**src/rtl/wb_pwm_led.sv**
```systemverilog
// wb_pwm_led: multi-channel Wishbone-mapped PWM LED controller.
// Programmable prescaler, per-channel duty/enable, duty changes applied only
// at the PWM period boundary. Hardware breathing is built only when the macro
// WB_PWM_LED_BREATHE_EN is defined; otherwise the breathe bits read 0.
module wb_pwm_led #(
  parameter int N_CH    = 3,
  parameter int PWM_W   = 8,
  parameter int PRESC_W = 16,
  parameter int ADDR_W  = 4
) (
  input  logic              clk,
  input  logic              rst_n,
  input  logic [ADDR_W-1:0] wb_addr,
  input  logic [31:0]       wb_wdata,
  input  logic [3:0]        wb_wstb,
  input  logic              wb_we,
  input  logic              wb_cyc,
  input  logic              wb_stb,
  output logic [31:0]       wb_rdata,
  output logic              wb_ack,
  output logic [N_CH-1:0]   pwm_o,
  output logic              period_o
);

  localparam logic [PWM_W-1:0] CNT_MAX = '1;

  logic               req;
  logic               wr;
  logic [31:0]        wmask;
  logic [31:0]        rd_mux;
  logic               unused_bits;

  logic               gen;
  logic [N_CH-1:0]    ch_en;
  logic [PRESC_W-1:0] presc;
  logic [PWM_W-1:0]   duty [N_CH];

  logic [PRESC_W-1:0] presc_cnt;
  logic [PWM_W-1:0]   cnt;
  logic               tick;
  logic               wrap;
  logic [PWM_W-1:0]   active [N_CH];
  logic [PWM_W-1:0]   eff [N_CH];
  logic [N_CH-1:0]    pwm_next;

`ifdef WB_PWM_LED_BREATHE_EN
  logic [N_CH-1:0]    br_en;
  logic [N_CH-1:0]    br_act;
  logic [N_CH-1:0]    ramp_down;
  logic [N_CH-1:0]    down_nxt;
  logic [PWM_W-1:0]   ramp [N_CH];
  logic [PWM_W-1:0]   ramp_nxt [N_CH];
`endif

  assign req   = wb_cyc & wb_stb & ~wb_ack;
  assign wr    = req & wb_we;
  assign wmask = {{8{wb_wstb[3]}}, {8{wb_wstb[2]}}, {8{wb_wstb[1]}}, {8{wb_wstb[0]}}};
  assign unused_bits = ^{wb_wdata, wmask};

  assign tick = gen & (presc_cnt == '0);
  assign wrap = tick & (cnt == CNT_MAX);

  // Read data selection from the register map; unmapped words read 0
  always_comb begin
    rd_mux = '0;
    if (wb_addr == ADDR_W'(0)) begin
      rd_mux[0]         = gen;
      rd_mux[8 +: N_CH] = ch_en;
`ifdef WB_PWM_LED_BREATHE_EN
      rd_mux[16 +: N_CH] = br_en;
`endif
    end else if (wb_addr == ADDR_W'(1)) begin
      rd_mux[PRESC_W-1:0] = presc;
    end else if (wb_addr == ADDR_W'(2)) begin
      rd_mux[N_CH-1:0]    = pwm_o;
      rd_mux[16 +: PWM_W] = cnt;
    end
    for (int k = 0; k < N_CH; k++) begin
      if (wb_addr == ADDR_W'(4 + k)) rd_mux[PWM_W-1:0] = duty[k];
    end
  end

  // Single-cycle ack one clock after a new request; read data only during ack
  always_ff @(posedge clk or negedge rst_n) begin
    if (!rst_n) begin
      wb_ack   <= 1'b0;
      wb_rdata <= '0;
    end else begin
      wb_ack   <= req;
      wb_rdata <= (req && !wb_we) ? rd_mux : '0;
    end
  end

  // Register writes, merged per byte lane, committed on the edge raising ack
  always_ff @(posedge clk or negedge rst_n) begin
    if (!rst_n) begin
      gen   <= 1'b0;
      ch_en <= '0;
      presc <= '0;
      for (int k = 0; k < N_CH; k++) duty[k] <= '0;
`ifdef WB_PWM_LED_BREATHE_EN
      br_en <= '0;
`endif
    end else if (wr) begin
      if (wb_addr == ADDR_W'(0)) begin
        if (wb_wstb[0]) gen <= wb_wdata[0];
        ch_en <= (ch_en & ~wmask[8 +: N_CH]) | (wb_wdata[8 +: N_CH] & wmask[8 +: N_CH]);
`ifdef WB_PWM_LED_BREATHE_EN
        br_en <= (br_en & ~wmask[16 +: N_CH]) | (wb_wdata[16 +: N_CH] & wmask[16 +: N_CH]);
`endif
      end
      if (wb_addr == ADDR_W'(1)) begin
        presc <= (presc & ~wmask[PRESC_W-1:0]) | (wb_wdata[PRESC_W-1:0] & wmask[PRESC_W-1:0]);
      end
      for (int k = 0; k < N_CH; k++) begin
        if (wb_addr == ADDR_W'(4 + k)) begin
          duty[k] <= (duty[k] & ~wmask[PWM_W-1:0]) | (wb_wdata[PWM_W-1:0] & wmask[PWM_W-1:0]);
        end
      end
    end
  end

  // Prescaler down-counter and PWM counter, both held at 0 while disabled
  always_ff @(posedge clk or negedge rst_n) begin
    if (!rst_n) begin
      presc_cnt <= '0;
      cnt       <= '0;
      period_o  <= 1'b0;
    end else begin
      period_o <= wrap;
      if (!gen) begin
        presc_cnt <= '0;
        cnt       <= '0;
      end else if (tick) begin
        presc_cnt <= presc;
        cnt       <= cnt + PWM_W'(1);
      end else begin
        presc_cnt <= presc_cnt - PRESC_W'(1);
      end
    end
  end

  // Active duties follow DUTYk while disabled and are reloaded only at wrap
  always_ff @(posedge clk or negedge rst_n) begin
    if (!rst_n) begin
      for (int k = 0; k < N_CH; k++) active[k] <= '0;
    end else if (!gen || wrap) begin
      for (int k = 0; k < N_CH; k++) active[k] <= duty[k];
    end
  end

`ifdef WB_PWM_LED_BREATHE_EN
  // Next ramp value: climb to DUTYk, then descend to 0, flipping at each bound
  always_comb begin
    down_nxt = ramp_down;
    for (int k = 0; k < N_CH; k++) begin
      ramp_nxt[k] = ramp[k];
      if (!ramp_down[k]) begin
        if (ramp[k] < duty[k]) begin
          ramp_nxt[k] = ramp[k] + PWM_W'(1);
        end else begin
          down_nxt[k] = 1'b1;
          ramp_nxt[k] = (ramp[k] == '0) ? '0 : ramp[k] - PWM_W'(1);
        end
      end else if (ramp[k] == '0) begin
        down_nxt[k] = 1'b0;
        ramp_nxt[k] = (duty[k] != '0) ? PWM_W'(1) : '0;
      end else begin
        ramp_nxt[k] = ramp[k] - PWM_W'(1);
      end
    end
  end

  // Ramp state steps once per period; br_act keeps a cleared channel ramping until wrap
  always_ff @(posedge clk or negedge rst_n) begin
    if (!rst_n) begin
      br_act    <= '0;
      ramp_down <= '0;
      for (int k = 0; k < N_CH; k++) ramp[k] <= '0;
    end else begin
      if (!gen || wrap) br_act <= br_en;
      for (int k = 0; k < N_CH; k++) begin
        if (!gen || !(br_en[k] | br_act[k])) begin
          ramp[k]      <= '0;
          ramp_down[k] <= 1'b0;
        end else if (wrap && br_en[k]) begin
          ramp[k]      <= ramp_nxt[k];
          ramp_down[k] <= down_nxt[k];
        end
      end
    end
  end
`endif

  // Effective duty per channel and the comparator feeding the output register
  always_comb begin
    for (int k = 0; k < N_CH; k++) begin
      eff[k] = active[k];
`ifdef WB_PWM_LED_BREATHE_EN
      if (br_en[k] | br_act[k]) eff[k] = ramp[k];
`endif
      pwm_next[k] = gen & ch_en[k] & (cnt < eff[k]);
    end
  end

  // Registered PWM outputs, one clock behind the counter
  always_ff @(posedge clk or negedge rst_n) begin
    if (!rst_n) begin
      pwm_o <= '0;
    end else begin
      pwm_o <= pwm_next;
    end
  end

endmodule
```
**config.mk**
```make
export PLATFORM = sky130hd
export DESIGN_NAME = wb_pwm_led
export DESIGN_NICKNAME = d
export VERILOG_FILES = /design/src/rtl/wb_pwm_led.sv
export SDC_FILE = /design/constraint.sdc
export NUM_CORES = 1
export LEC_CHECK = 0
export CAP_MARGIN = 20
export CORE_UTILIZATION = 50
export CTS_CLUSTER_SIZE = 16
export DETAILED_ROUTE_END_ITERATION = 10
export PLACE_DENSITY = 0.74
export SYNTH_ARGS = -nofsm -noshare
export SYNTH_HDL_FRONTEND = slang
export SYNTH_SLANG_ARGS = --single-unit
```
**constraint.sdc**
```tcl
create_clock -name clk -period 3.66 [get_ports clk]
set_clock_uncertainty 0.15 [all_clocks]
set_input_delay 0.732 -clock clk [delete_from_list [all_inputs] [get_ports clk]]
set_output_delay 0.732 -clock clk [all_outputs]
set_load 0.03 [all_outputs]
```
======== Word level (Yosys, flattened, before mapping) ========
Index checks and enable logic that the tools add are counted.
operators by class
  add/subtract/negate cells ............... 2
  bitwise operators ....................... 28
  equal/unequal tests ..................... 7
  muxes and demuxes ....................... 17
  reduce and logical (&&, ||, !) cells .... 12
  $lt $le $gt $ge ......................... 3
operators with widths
  kind                                                 count
  2-to-1 mux 8 bit                                     7
  AND 16 bit                                           2
  AND 8 bit                                            4
  2-to-1 mux 16 bit                                    2
  2-to-1 mux 13 bit                                    2
  less-than comparator 8 bit                           3
  2-to-1 mux 24 bit                                    1
  OR 8 bit                                             3
  zero test 16 bit                                     1
  NOT 16 bit                                           1
  OR 16 bit                                            1
  subtractor 16 x 1 -> 16 bit, second input constant   1
  equality test 4 x 3 -> 1 bit, second input constant  3
  AND 1 bit                                            11
  AND reduction 2 bit                                  5
  2-to-1 mux 3 bit                                     3
  adder 8 x 1 -> 8 bit, second input constant          1
  equality test 8 bit, second input constant           1
  NOT 8 bit                                            1
  2-to-1 mux 7 bit                                     1
  AND 3 bit                                            2
  equality test 4 x 1 -> 1 bit, second input constant  1
  equality test 4 x 2 -> 1 bit, second input constant  1
  zero test 4 bit                                      1
  9 further kinds                                      10
storage, ports and cells
  output and inout port bits .............. 37
  bits in registers ....................... 121
  logic and storage cells ................. 84
  input port bits ......................... 45

======== Longest topological paths before layout ========
Gate-level depths: netlist (run 1).
  depth in word-level cells ............... 8
  gate-level depth with buffers ........... 9
  gate-level depth less buffers ........... 7

======== Least setup slack after synthesis (run 1) ========
Ideal clock, no wire load.
  path kind ............................... flip-flop to flip-flop
  start ................................... reg presc_cnt[0]
  end ..................................... reg active[0] in the netlist's numbering
  cell stages (with the launch flop) ...... 10
  arrival ................................. 2.312 ns
  data required time ...................... 3.385 ns
  path slack .............................. 1.073 ns
  buffers on the path ..................... 2
  period minus slack after synthesis ...... 2.587 ns
  setup time .............................. 0.125 ns
  cells stage by stage .................... dfrtp_1 -> inv_1 -> ha_1 -> or2b_1 -> and4bb_1 -> buf_6 -> nand2_8 -> o31ai_4 -> buf_6 -> mux2_4
on the way
  longest elaborated chain between the ends .. 4
RTL lines
  what                      line  source
  start: declaration        38    logic [PRESC_W-1:0] presc_cnt;
  start signal: assignment  135   presc_cnt <= presc;
  start signal: assignment  138   presc_cnt <= presc_cnt - PRESC_W'(1);
  zero test 16 bit          60    assign tick = gen & (presc_cnt == '0);
  AND 1 bit                 60
  AND 1 bit                 61    assign wrap = tick & (cnt == CNT_MAX);
  logical OR 1 bit          147   end else if (!gen || wrap) begin
  end: declaration          42    logic [PWM_W-1:0] active [N_CH];
Every way passes these cells.
A chain may end at the register's enable or synchronous reset.

======== Worst setup path in the final report (run 1) ========
  start ................................... reg presc_cnt[0]
  end ..................................... reg active[5] in the netlist's numbering
Same word-level chain as after synthesis.

==> results of run 1 <==
## worst register-to-register path: cells and delay by family, from the launching register on
family                   cells  cell delay, ns
AND/OR/NAND/NOR              3            1.05
flip-flops                   1            0.43
multiplexers                 1            0.37
AO/OA/AOI/OAI                1            0.34
buffers and inverters        2            0.33
adder cells (fa/ha/maj)      1            0.21
## cells in the mapped netlist (3+ instances only)
library cell / n
sky130_fd_sc_hd__buf_6: 3
sky130_fd_sc_hd__xor2_1: 4
sky130_fd_sc_hd__a21oi_1: 14
sky130_fd_sc_hd__mux2i_1: 4
sky130_fd_sc_hd__a22oi_1: 8
sky130_fd_sc_hd__inv_1: 25
sky130_fd_sc_hd__mux2_2: 54
sky130_fd_sc_hd__nor4_4: 3
sky130_fd_sc_hd__a21o_1: 6
sky130_fd_sc_hd__ha_1: 23
sky130_fd_sc_hd__o21ai_0: 15
sky130_fd_sc_hd__nand3_1: 7
sky130_fd_sc_hd__nand2_1: 32
sky130_fd_sc_hd__and2_1: 20
sky130_fd_sc_hd__dfrtp_1: 121
sky130_fd_sc_hd__mux2_4: 20
sky130_fd_sc_hd__clkbuf_1: 14
sky130_fd_sc_hd__nor2b_1: 5
sky130_fd_sc_hd__buf_4: 8
sky130_fd_sc_hd__xnor2_1: 10
sky130_fd_sc_hd__nor4_1: 3
sky130_fd_sc_hd__o2111ai_1: 3
sky130_fd_sc_hd__nand4_1: 6
sky130_fd_sc_hd__o211a_1: 8
sky130_fd_sc_hd__and3_1: 4
sky130_fd_sc_hd__or4_1: 3
sky130_fd_sc_hd__nor2_1: 19
sky130_fd_sc_hd__nand2b_1: 7
sky130_fd_sc_hd__a211oi_1: 6
## through the flow
step                      std cells  util (%)
after floorplan                 485         -
after global placement          672      57.8
after detailed placement        672      57.8
after CTS                       704      63.1
after global routing            704      63.1
final                           704      63.1
## layer usage
layer  vias up  GRT usage, %  wire (µm)
met2        95          37.8       6240
met4         0          8.95        213
met5         -             0          0
met3        17          5.53        506
met1      1951          30.5       5590
li1       1828             -          -
## power breakdown
part / leakage, µW / internal (µW) / switching [µW]
registers: 0.00167 / 1410 / 66.8
logic: 0.00158 / 263 / 361
clock network: 0.000288 / 1100 / 591
## cell families (layout without fill, tap and decap cells)
family | count (synthesis) | after routing | share of synthesized area, %
AO/OA/AOI/OAI | 72 | 72 | 8.73
XOR/XNOR | 14 | 14 | 2.10
adder cells (fa/ha/maj) | 23 | 23 | 4.94
buffers and inverters | 50 | 126 | 4.12
flip-flops | 121 | 121 | 51.9
multiplexers | 78 | 78 | 16.3
other | 1 | 8 | 0.0643
AND/OR/NAND/NOR | 119 | 119 | 11.8
## final cells by class
cell class              instances  area (µm²)  area share, %
multi-input cells             314        2590           36.1
repair buffers                 69         678           9.45
well taps                     143         179           2.49
clock buffers                  20         457           6.37
inverters                      25        93.8           1.31
flip-flops and latches        121        3030           42.2
clock inverters                12         149           2.08
## worst max path at each step
stage	from	endpoint
6_report	presc_cnt[0]	active[5]
5_1_grt	presc_cnt[0]	active[4]
4_1_cts	presc_cnt[0]	active[5]
3_5_place_dp	wb_addr[0]	register
3_3_place_gp	wb_addr[0]	register
2_1_floorplan	presc_cnt[0]	active[0]
==> impl_summary.txt, run 1 <==
----------------------------------------------------
[STA]
  Setup ws final ... 0.657 ns
  Worst Tran Pin Value ... 0.812 ns
  Period Utilization, post-route ... 82.0%
  Worst hold margin ... 0.246 ns
  Worst slew slack as a fraction of its limit ... 45.9%
  Final total negative setup slack ... 0 ns
  Setup violation total in the final timing report ... 0
  Final Max Tran Viols ... 0
  Shortest clock period the worst path allows after layout ... 3.00 ns
  Unrepaired setup endpoints after global routing ... no
  Number of hold-slack violations in the final timing report ... 0
  Maximum clock frequency ... 0.333 GHz

[Placement]
  Final GP Congestion ... 0.818
  Cell area after placement ... 0.00657 mm²
  Count of input and output buffers ... 55
  Pre-CTS setup slack ... 0.545 ns
  Post-detail-place hpwl ... 8730 µm

[Clock tree]
  Cts bufs inserted ... 17
  Clock sink count ... 121
  Worst-case clock buffer depth ... 2
  Root Buffer Master ... sky130_fd_sc_hd__clkbuf_16
  CTS tree ... yes
  Cts hold-fix bufs ... 0
  H-Tree Depth ... 4
  Buffers inserted during post-CTS setup optimization ... 0
  Clock transition at the register clock pins on the worst setup and hold paths after CTS ... 0.05 ns
  Quantity of gates resized following cts ... 0
  Clock latency reported for the late side of the worst-skew pair ... 0.41 ns

[Worst setup path]
  Largest fanout on the critical path ... 28
  Stage delay of the slowest cell on the critical path ... 0.58 ns
  Buffering stage count on the worst path with inverters included ... 2
  Critical Path RT ... 3.80 ns
  Worst R2R Start ... presc_cnt[0]
  Setup slack, reg-to-reg ... 0.66 ns
  Number of cell instances on the worst register-to-register path ... 8
  Delay-heaviest family, CP ... simple AND/OR/NAND/NOR gates
  Ordered list of cells on the worst path ... inv_1, ha_1, or2b_1, and4bb_1, nand2_8, o31ai_4, buf_12, mux2_2
  Path type of the worst setup path ... reg2reg
  Startpoint class of the critical path ... register
  Worst r2r dst ... active[5]
  Logic depth of the worst path, buffers included ... 8
  CP max-delay cell ... sky130_fd_sc_hd__and4bb_1
  Critical Path End Type ... register
  Data arrival time at the worst-slack endpoint ... 3.14 ns

[Finish]
  Number of nets in the layout ... 616
  Post-route standard cell area excluding fillers ... 0.00717 mm²
  Most common library cell in the layout ignoring fill and taps ... sky130_fd_sc_hd__dfrtp_1
  Total of fill cells in the finished design ... 895
  Share of layout cells above drive strength 1 ... 22.6%
  Synth-to-layout area growth ... 23.0%
  Total inserted antenna cells ... 0
  Commonest cells after routing, fill and taps aside ... sky130_fd_sc_hd__dfrtp_1 (121), sky130_fd_sc_hd__mux2_2 (54), sky130_fd_sc_hd__clkdlybuf4s50_1 (54)

[Power]
  Worst IR Drop VDD ... 0.248 mV
  Static leakage power ... 0.00354 µW
  Power per cell area ... 529 mW/mm²
  Final total power ... 3800 µW

[Drt]
  Average routed wire per standard cell ... 17.8 µm
  Vias ... 3891
  Count of unresolved DRC violations after routing ... 0
  Routed wire length ... 12600 µm
  Final antenna-violating net count ... 0
  Routed vias/inst ... 5.53
  Initial DRT Pass Iterations ... 5
  Number of DRC markers in iteration 0 ... 175

[Synthesis]
  Yosys synthesis warning count ... 0
  Sequential area share after synthesis ... 51.9%
  Area share of the leading cell type in the synthesized netlist ... 51.9%
  Unique cell type count in the Yosys netlist ... 48
  Biggest area contributors in the synthesized netlist ... sky130_fd_sc_hd__dfrtp_1 (52%), sky130_fd_sc_hd__mux2_2 (10%), sky130_fd_sc_hd__mux2_4 (5.2%)
  Most frequently used flop master after synthesis ... sky130_fd_sc_hd__dfrtp_1
  Synthesized instance count ... 478
  Number of enable-type register cells in the synthesized netlist ... 0
  Proportion of register bits with asynchronous set or reset after synthesis ... 100%
  Register bit count reported by yosys ... 121
  Cell accounting for the most synthesized area ... sky130_fd_sc_hd__dfrtp_1
  Synth Area per Inst ... 12.2 µm²
  Total standard cell area after synthesis ... 0.00583 mm²

[Floorplanning]
  Initial cell density of the core ... 51.3%
  Top Ports ... 82
  Die width ... 110 µm
  Total die area ... 0.0121 mm²
  Core Footprint ... 0.0114 mm²
  Die height ... 110 µm
  Std cell rows ... 39

[GRT]
  Via count of the first global-routing pass ... 4067
  Wire length of the first global-routing pass ... 20700 µm
  Initial antenna violation count ... 0
  Pin count of the biggest net entering global routing ... 63
  Tot GR Track Use ... 23.4%
  Remaining global-route overflow ... 0

[Hold path]
  Kind of path behind the tightest hold check ... in2async

[Job]
  Max-cap violations ... 0

[Run status]
  Result of the run ... finished, final reports clean

----------------------------------------------------
No activity file was read; power rests on OpenSTA's default activity.
==> inputs of run 2 (changes only) <==
- PLACE_DENSITY: 0.74 -> 0.77
- clock period: 3.66 -> 2.5 ns (I/O delays scaled with it)
==> run 2 against run 1 <==
Combinational power increased by 70%. Register-to-register slack got worse by 0.59 ns. Clock-buffer cell count increased by 6. Largest power group unchanged. Largest cell class unchanged. Maximum frequency increased by 24%. Final area increased by 3.9%. Cell count increased by 3.8%. Critical endpoint is now active[4].
==> impl_summary.txt, run 2 (synthesis results as in run 1) <==
----------------------------------------------------
[STA]
  Maximum clock frequency ... 0.411 GHz (+24%)
  Final Max Tran Viols ... 0 (unchanged)
  Worst slew slack as a fraction of its limit ... 66.5% (+21 points)
  Period Utilization, post-route ... 97.2% (+15 points)
  Final total negative setup slack ... 0 ns (unchanged)
  Worst Tran Pin Value ... 0.498 ns (-0.314 ns)
  Setup violation total in the final timing report ... 0 (unchanged)
  Number of hold-slack violations in the final timing report ... 0 (unchanged)
  Worst hold margin ... 0.350 ns (+0.104 ns)
  Shortest clock period the worst path allows after layout ... 2.43 ns (-0.572 ns)
  Setup ws final ... 0.0693 ns (-0.588 ns)
  Unrepaired setup endpoints after global routing ... no

[Worst setup path]
  Worst r2r dst ... active[4]
  Data arrival time at the worst-slack endpoint ... 2.57 ns (-0.57 ns)
  Largest fanout on the critical path ... 6 (-79%)
  Startpoint class of the critical path ... register
  Critical Path End Type ... register
  Path type of the worst setup path ... reg2reg
  Setup slack, reg-to-reg ... 0.07 ns (-0.59 ns)
  Number of cell instances on the worst register-to-register path ... 9 (+1)
  Worst R2R Start ... presc_cnt[0]
  Critical Path RT ... 2.64 ns (-1.16 ns)

[Drt]
  Initial DRT Pass Iterations ... 4 (-1)
  Vias ... 4104 (+5.5%)
  Routed wire length ... 13600 µm (+8.3%)
  Count of unresolved DRC violations after routing ... 0 (unchanged)
  Number of DRC markers in iteration 0 ... 199 (+14%)
  Average routed wire per standard cell ... 18.6 µm (+4.3%)
  Final antenna-violating net count ... 0 (unchanged)
  Routed vias/inst ... 5.61 (+1.6%)

[GRT]
  Via count of the first global-routing pass ... 4210 (+3.5%)
  Tot GR Track Use ... 23.9% (+0.56 points)
  Pin count of the biggest net entering global routing ... 58 (-7.9%)
  Initial antenna violation count ... 0 (unchanged)
  Wire length of the first global-routing pass ... 21200 µm (+2.2%)
  Remaining global-route overflow ... 0 (unchanged)

[Floorplanning]
  Core Footprint ... 0.0114 mm² (unchanged)
  Initial cell density of the core ... 51.3% (unchanged)
  Std cell rows ... 39 (unchanged)
  Total die area ... 0.0121 mm² (unchanged)
  Top Ports ... 82 (unchanged)
  Die width ... 110 µm (unchanged)
  Die height ... 110 µm (unchanged)

[Clock tree]
  Clock sink count ... 121 (unchanged)
  CTS tree ... yes
  Clock latency reported for the late side of the worst-skew pair ... 0.42 ns (about the same)
  Worst-case clock buffer depth ... 2 (unchanged)
  Clock transition at the register clock pins on the worst setup and hold paths after CTS ... 0.05 ns (about the same)
  Cts bufs inserted ... 17 (unchanged)
  Root Buffer Master ... sky130_fd_sc_hd__clkbuf_16
  H-Tree Depth ... 4 (unchanged)

[Power]
  Static leakage power ... 0.00371 µW (+5.0%)
  Power spent charging and discharging nets ... 1510 µW (+48%)
  Worst IR Drop VDD ... 0.498 mV (+100%)
  Share of total power consumed by net switching ... 26.3% (-0.58 points)
  Internal power contribution ... 4230 µW (+52%)
  Power per cell area ... 769 mW/mm² (+45%)
  Combinational Power Share ... 18.5% (+2.1 points)
  Share of power burned in the clock network ... 43.7% (-0.9 points)
  Relative contribution of sequential cells to total power ... 37.8% (-1.2 points)

[Placement]
  Count of input and output buffers ... 55 (unchanged)
  Pre-CTS setup slack ... -0.0938 ns (-0.639 ns)
  Final GP Congestion ... 0.866 (+5.9%)
  Post-detail-place hpwl ... 9180 µm (+5.2%)
  Cell area after placement ... 0.00674 mm² (+2.6%)

[Finish]
  Total inserted antenna cells ... 0 (unchanged)
  Commonest cells after routing, fill and taps aside ... sky130_fd_sc_hd__dfrtp_1 (121), sky130_fd_sc_hd__mux2_2 (54), sky130_fd_sc_hd__clkdlybuf4s50_1 (54)
  Synth-to-layout area growth ... 27.8%
  Number of nets in the layout ... 643 (+4.4%)
  Footprint of the flip-flops and latches ... 0.00303 mm² (unchanged)
  Total of fill cells in the finished design ... 826 (-7.7%)
  Most common library cell in the layout ignoring fill and taps ... sky130_fd_sc_hd__dfrtp_1
  Post-route standard cell area excluding fillers ... 0.00745 mm² (+3.9%)
  Area of combinational cells with multiple inputs ... 0.00259 mm² (+0.24%)
  Share of layout cells above drive strength 1 ... 26.5% (+3.9 points)

[Hold path]
  Worst Hold End ... wb_rdata[15]
  Cell depth of the worst hold path ... 1
  Kind of path behind the tightest hold check ... reg2reg

[Run status]
  Result of the run ... finished, final reports clean

[Job]
  Max-cap violations ... 0 (unchanged)

----------------------------------------------------
run 2: critical path, cell delays in order (launching register included):
cell	delay, ns
sky130_fd_sc_hd__dfrtp_1	0.37
sky130_fd_sc_hd__inv_1	0.06
sky130_fd_sc_hd__ha_2	0.17
sky130_fd_sc_hd__or2b_1	0.26
sky130_fd_sc_hd__and4bb_4	0.36
sky130_fd_sc_hd__nand2_8	0.08
sky130_fd_sc_hd__o31ai_4	0.23
sky130_fd_sc_hd__buf_12	0.16
sky130_fd_sc_hd__buf_12	0.13
sky130_fd_sc_hd__mux2_2	0.34
run 2: routing by layer:
| layer | GRT usage [%] | part of all wire, % |
|---|---|---|
| met5 | 0 | 0 |
| met4 | 8.57 | 2.2 |
| met3 | 5.70 | 5.2 |
| met2 | 40.3 | 51 |
| met1 | 30.1 | 41 |
run 2: layout make-up:
type,count,area share [%]
Clock inverter,6,1.11
Sequential cell,121,40.6
Timing Repair Buffer,96,12.5
Inverter,25,1.26
Tap cell,143,2.40
Clock buffer,26,7.24
Multi-Input combinational cell,314,34.8
run 2: metrics by stage:
step	power [µW]	cells	util (%)
6_report	5730	731	65.5
5_1_grt	5970	731	65.5
4_1_cts	5710	727	64.8
3_5_place_dp	3190	694	59.2
3_3_place_gp	3150	694	59.2
2_1_floorplan	2890	485	-
run 2: how the worst max path moves through the flow:
stage	startpoint	slack (ns)	end	cells past startpoint
2_1_floorplan	presc_cnt[0]	-0.004	active[0]	9
3_3_place_gp	wb_addr[0]	-0.06	register	5
3_5_place_dp	wb_addr[0]	-0.09	register	5
4_1_cts	presc_cnt[1]	0.02	active[4]	8
5_1_grt	presc_cnt[0]	0.003	active[4]	9
6_report	presc_cnt[0]	0.07	active[4]	9
run 2: timing repair:
item | 4_1_cts | 5_1_grt
pin swaps | 0 | 0
endpoints found under the setup margin | 1 | 24
buffers inserted | 0 | 1
gates cloned | 0 | 3
hold buffers | 1 | 0
hold endpoints to repair | 29 | 0
resized for setup | 1 | 2
run 2: power groups by stage:
stage | registers [µW] | logic, µW | clock network [µW]
final | 2170 | 1060 | 2500
after global routing | 2180 | 1160 | 2630
after CTS | 2160 | 1020 | 2520
after detailed placement | 2200 | 995 | 0
after global placement | 2190 | 966 | 0
after floorplan | 2170 | 720 | 0
